--- config.mk ---
export PLATFORM = sky130hd
export DESIGN_NAME = mem_access_unit
export DESIGN_NICKNAME = d
export VERILOG_FILES = /design/src/rtl/mem_access_unit_pkg.sv /design/src/rtl/mem_access_unit_load_align.sv /design/src/rtl/mem_access_unit.sv
export SDC_FILE = /design/constraint.sdc
export NUM_CORES = 1
export LEC_CHECK = 0
export ABC_AREA = 1
export BUFFER_PORTS_ARGS = -buffer_cell sky130_fd_sc_hd__buf_2
export CAP_MARGIN = 20
export CORE_MARGIN = 1
export CORE_UTILIZATION = 51
export CTS_BUF_LIST = sky130_fd_sc_hd__clkbuf_16
export CTS_CLUSTER_SIZE = 25
export DETAILED_ROUTE_END_ITERATION = 6
export GPL_TIMING_DRIVEN = 1
export HOLD_SLACK_MARGIN = 0.02
export PLACE_DENSITY = 0.91
export SLEW_MARGIN = 20
export SYNTH_ARGS = -nofsm -noshare
export SYNTH_HDL_FRONTEND = slang
export SYNTH_HIERARCHICAL = 1
export SYNTH_SLANG_ARGS = --single-unit
--- constraint.sdc ---
create_clock -name clk -period 3.2 [get_ports clk]
set_clock_uncertainty 0.05 [all_clocks]
set_input_delay 0 -clock clk [delete_from_list [all_inputs] [get_ports clk]]
set_output_delay 0 -clock clk [all_outputs]
set_load 0.05 [all_outputs]
--- src/rtl/mem_access_unit_pkg.sv ---
// mem_access_unit_pkg: data-bus request/response types and memory-stage states
package mem_access_unit_pkg;
  typedef enum logic [1:0] {MSIZE1 = 2'd0, MSIZE2 = 2'd1, MSIZE4 = 2'd2} msize_t;
  typedef enum logic [1:0] {IDLE, ADDR, DATA, DRAIN} mem_state_t;
  typedef struct packed {
    logic        valid;
    logic [31:0] addr;
    msize_t      size;
    logic [3:0]  strobe;
    logic [31:0] data;
  } dbus_req_t;
  typedef struct packed {
    logic        addr_ok;
    logic        data_ok;
    logic [31:0] data;
  } dbus_resp_t;
endpackage

--- src/rtl/mem_access_unit_load_align.sv ---
// load_align: shifts bus data to the accessed byte lane and sign/zero-extends
module load_align
  import mem_access_unit_pkg::*;
(
  input  logic [31:0] data,
  input  logic [1:0]  addr,
  input  msize_t      size,
  input  logic        is_unsigned,
  output logic [31:0] result
);
  logic [1:0]  ofs;
  logic [31:0] b;
  assign ofs = size == MSIZE2 ? {addr[1], 1'b0} : addr;
  assign b = data >> {ofs, 3'b000};
  assign result = size == MSIZE1 ? {{24{b[7] & ~is_unsigned}}, b[7:0]} :
                  size == MSIZE2 ? {{16{b[15] & ~is_unsigned}}, b[15:0]} : data;
endmodule

--- src/rtl/mem_access_unit.sv ---
// mem_access_unit: one-outstanding data-bus sequencer with flush draining and
// aligned load writeback.
module mem_access_unit
  import mem_access_unit_pkg::*;
#(
  parameter int DST_W = 5
) (
  input  logic             clk,
  input  logic             resetn,
  input  dbus_req_t        in_req,
  input  logic             in_load,
  input  logic             in_unsigned,
  input  logic [DST_W-1:0] in_dst,
  input  logic             cp0_flush,
  output dbus_req_t        dreq,
  input  dbus_resp_t       dresp,
  output logic             stall,
  output logic             wb_valid,
  output logic [31:0]      wb_data,
  output logic [DST_W-1:0] wb_dst
);
  mem_state_t       state;
  dbus_req_t        req_q;
  logic             load_q, uns_q, drop_q;
  logic [DST_W-1:0] dst_q;
  logic             accept, drop, done, load_c, uns_c;
  logic [1:0]       addr_c;
  msize_t           size_c;
  logic [DST_W-1:0] dst_c;
  logic [31:0]      aligned;

  assign accept = state == IDLE && in_req.valid && !cp0_flush && resetn;
  assign drop   = drop_q || cp0_flush;
  // A request seen by the bus is never withdrawn; a flush only marks it for discard.
  assign dreq  = accept ? in_req : state == ADDR ? req_q : '0;
  assign stall = state == IDLE ? accept :
                 state == ADDR ? !(dresp.addr_ok && dresp.data_ok) :
                 state == DATA ? !dresp.data_ok : in_req.valid;
  assign done  = dresp.data_ok && ((accept && dresp.addr_ok) ||
                 (state == ADDR && dresp.addr_ok && !drop) ||
                 (state == DATA && !cp0_flush));

  assign load_c = accept ? in_load : load_q;
  assign uns_c  = accept ? in_unsigned : uns_q;
  assign dst_c  = accept ? in_dst : dst_q;
  assign addr_c = accept ? in_req.addr[1:0] : req_q.addr[1:0];
  assign size_c = accept ? in_req.size : req_q.size;

  load_align u_align (
    .data        (dresp.data),
    .addr        (addr_c),
    .size        (size_c),
    .is_unsigned (uns_c),
    .result      (aligned)
  );

  always_ff @(posedge clk or negedge resetn) begin
    if (!resetn) begin
      state    <= IDLE;
      req_q    <= '0;
      load_q   <= 1'b0;
      uns_q    <= 1'b0;
      dst_q    <= '0;
      drop_q   <= 1'b0;
      wb_valid <= 1'b0;
      wb_data  <= '0;
      wb_dst   <= '0;
    end else begin
      wb_valid <= done && load_c;
      if (done && load_c) begin
        wb_data <= aligned;
        wb_dst  <= dst_c;
      end
      case (state)
        IDLE: if (accept) begin
          req_q  <= in_req;
          load_q <= in_load;
          uns_q  <= in_unsigned;
          dst_q  <= in_dst;
          drop_q <= 1'b0;
          state  <= !dresp.addr_ok ? ADDR : dresp.data_ok ? IDLE : DATA;
        end
        ADDR: begin
          drop_q <= drop;
          if (dresp.addr_ok) state <= dresp.data_ok ? IDLE : drop ? DRAIN : DATA;
        end
        DATA: begin
          drop_q <= drop;
          state  <= dresp.data_ok ? IDLE : cp0_flush ? DRAIN : DATA;
        end
        DRAIN: if (dresp.data_ok) state <= IDLE;
      endcase
    end
  end
endmodule

==> qor.log <==
[timing] upper clock frequency limit 329.5 MHz
[die] full die area 0.01304 mm^2
[yosys] fraction of synthesized cell area taken by the top area cell type 46.38%
[clocking] sinks on the clock net 119
[final_layout] commonest cells after routing, fill and taps aside sky130_fd_sc_hd__nand2_1, sky130_fd_sc_hd__buf_2, sky130_fd_sc_hd__dfrtp_1
[routing] post-DR wirelength/cell 16.60 um
[job] number of max-capacitance violations reported 0
[global_route] pin count of the biggest net entering global routing 199
[routing] routed wire length 22.06 mm
[yosys] flip-flop and latch count after synthesis 119
[routing] DR iter-0 viols 759
[timing] relative slew slack 45.96%
[die] overall die height 114.2 um
[timing] post-route worst hold slack 61.89 ps
[setup_path] WS Path Type flip-flop to flip-flop
[place] number of buffers inserted by port buffering 224
[setup_path] cell at the slowest stage of the critical path sky130_fd_sc_hd__dfrtp_1
[yosys] total standard cell area after synthesis 0.006420 mm^2
[power] Worst VDD drop 728.9 uV
[routing] total number of vias 7308
[clocking] clock buffers created by TritonCTS 17
[clocking] Clock Root Buffer sky130_fd_sc_hd__clkbuf_16
[setup_path] Worst EP required 3480 ps
[place] post-placement cell area 0.007567 mm^2
[setup_path] most frequent cell on the critical path sky130_fd_sc_hd__nand2_1
[timing] number of setup violations in the final report 0
[die] top-level I/O count 225
[outcome] failing checks DRC
[routing] detailed-router iteration count before antenna repair 7
[timing] setup repair after global routing missed its margin yes
[yosys] number of synthesized flops with an enable pin 0
[place] Setup WS pre-CTS 305.5 ps
[timing] count of endpoints failing hold in the final timing report 0
[yosys] ranking of synthesized cells by area sky130_fd_sc_hd__dfrtp_1, sky130_fd_sc_hd__nand2_1, sky130_fd_sc_hd__o31ai_1
[power] power density over the cells 1017 mW/mm^2
[yosys] part of the Yosys area used for sequential elements 46.38%
[final_layout] most common library cell in the layout ignoring fill and taps sky130_fd_sc_hd__nand2_1
[timing] Fin Setup TNS 0 ps
[yosys] most common flop cell mapped by yosys sky130_fd_sc_hd__dfrtp_1
[die] Initial Util 52.79%
[yosys] Net Count, Synth 952
[die] x dimension of the die 114.2 um
[routing] count of unresolved DRC violations after routing 25
[yosys] library cell occupying the most area in the post-synthesis netlist sky130_fd_sc_hd__dfrtp_1
[outcome] run status finished with violations
[final_layout] final net count 1265
[die] number of placement rows 40
[setup_path] endpoint arrival time on the critical path 3310 ps
[yosys] Syn Inst Count 832
[clocking] worst skew pair latency 410 ps
[timing] Worst Slack Setup Final 164.7 ps
[place] global placer's final weighted congestion 0.9999
[timing] actual transition at the worst max-transition pin 810.5 ps
[global_route] via count of the first global-routing pass 7251
[clocking] CTS tree built
[routing] Vias per Instance 5.499
[final_layout] area delta synth->final 44.94%
[global_route] overall fraction of global-route tracks in use 35.17%
[clocking] number of buffers added for setup after CTS 0
[timing] final critical path time including I/O delays and setup 3035 ps
[setup_path] delay contributed by the slowest stage of the critical path 410 ps
[routing] Post-DRT Antenna Nets 0
[power] leak pwr 5.047 nW
[yosys] per-instance average area after synthesis 7.716 um^2
[yosys] ys async rst share 100.0%
[setup_path] series of cell instances along the critical path inv_1, ha_1, nand2_1, inv_2, nand2_2, inv_6, nand2_1, o21ai_1, inv_2, nand2_4, nand2_4, nand2_1, nand3_1, nand2_1, nand2_4, nand2_1, nand3_1, nand2_1
[yosys] warning count from the yosys run 6
[yosys] synth unique cells 29
[place] Detail Placement HPWL 11.79 mm
[timing] Period Utilization, post-route 94.85%
[setup_path] worst-path maximum fanout 25
[worst_hold_path] class of the worst hold path input port to flip-flop
[die] Std-Cell Core Area 0.01216 mm^2
[global_route] antenna violations before repair 2
[global_route] global-route wire length before repair 34.96 mm
[timing] fin. max-slew vios 0
[final_layout] fraction of layout cells with a size suffix above 1 25.13%
[clocking] maximum count of clock buffers along a single path 2
[clocking] H-tree Lvls 4
[setup_path] sort of element at the start of the critical path flip-flop
[final_layout] Design Area, Final 0.009305 mm^2
[setup_path] element type at the critical path end flip-flop
[clocking] clock transition at the registers of the reported paths 60 ps
[global_route] GR Overflow Total 0
[worst paths after layout]
kind / start / endpoint / slack, ps / cells past startpoint
max: state[0] / wb_data[9] / 160 / 18
min: dresp[14] / wb_data[6] / 60 / 7
max reg2reg: state[0] / wb_data[9] / 160 / 18
min reg2reg: req_q[70] / req_q[70] / 410 / 2
max in group asynchronous: resetn / req_q[25] / 1560 / 4
min in group asynchronous: resetn / req_q[70] / 250 / 3
[stage by stage]
step	instances	utilization, %	power [mW]
after floorplan	832	-	6.152
final	1329	76.51	9.460
after global placement	1181	62.22	7.119
after detailed placement	1181	62.22	7.211
after CTS	1326	76.35	9.254
after global routing	1328	76.49	9.964
[worst max-delay path: cells and delay by family (launching register included)]
kind,cells,cell delay [ps]
and+or+nand+nor,12,1610
AOI/OAI and AO/OA,1,140
adders and majority gates,1,200
buffers and inverters,4,510
DFF,1,410
[area by class of cell]
| type | count | area [um^2] |
|---|---|---|
| Inverter | 106 | 402.9 |
| Clock buffer | 17 | 425.4 |
| Fill cell | 774 | 2856 |
| Timing Repair Buffer | 349 | 2357 |
| Antenna cell | 3 | 7.507 |
| Tap cell | 168 | 210.2 |
| Clock inverter | 15 | 161.4 |
| Multi-Input combinational cell | 552 | 2763 |
| Sequential cell | 119 | 2978 |
[flip-flops by register name, indices dropped and copies added, names as in the netlist]
signal    cells
drop_q        1
dst_q         5
load_q        1
req_q        71
state         2
uns_q         1
wb_data      32
wb_dst        5
wb_valid      1
[kinds of logic after synthesis]
kind of cell / after synthesis / synth area share, %
and+or+nand+nor: 380 / 25.94
AOI/OAI and AO/OA: 167 / 15.92
buffers and inverters: 161 / 10.78
DFF: 119 / 46.38
adders and majority gates: 5 / 0.9745
[cell usage after synthesis (4+ instances only)]
library cell and count:
sky130_fd_sc_hd__a21oi_1 4, sky130_fd_sc_hd__buf_2 28, sky130_fd_sc_hd__buf_6 4, sky130_fd_sc_hd__clkbuf_1 18
sky130_fd_sc_hd__dfrtp_1 119, sky130_fd_sc_hd__ha_1 5, sky130_fd_sc_hd__inv_1 103, sky130_fd_sc_hd__nand2_1 277
sky130_fd_sc_hd__nand2_4 4, sky130_fd_sc_hd__nand3_1 65, sky130_fd_sc_hd__nand3_2 10, sky130_fd_sc_hd__nand4_1 5
sky130_fd_sc_hd__nor2_1 11, sky130_fd_sc_hd__o21ai_0 85, sky130_fd_sc_hd__o31ai_1 70
[power breakdown]
part	internal [mW]	leakage (nW)	switching, mW
registers	2.17	1.50	0.275
logic	1.27	3.27	3.85
clock network	1.21	0.271	0.687
[timing repair]
item | in CTS | in global routing
resized for setup | 0 | 3
endpoints found under the hold margin | 172 | 0
endpoints found under the setup margin | 0 | 26
hold buffers | 113 | 0
[per-layer routing]
metal | GRT usage (%) | wire length [um]
met5 | 0 | 0
met4 | 27.45 | 1694
met3 | 9.211 | 1600
met2 | 57.33 | 10630
met1 | 39.35 | 8135
(Power assumes the default switching activity.)
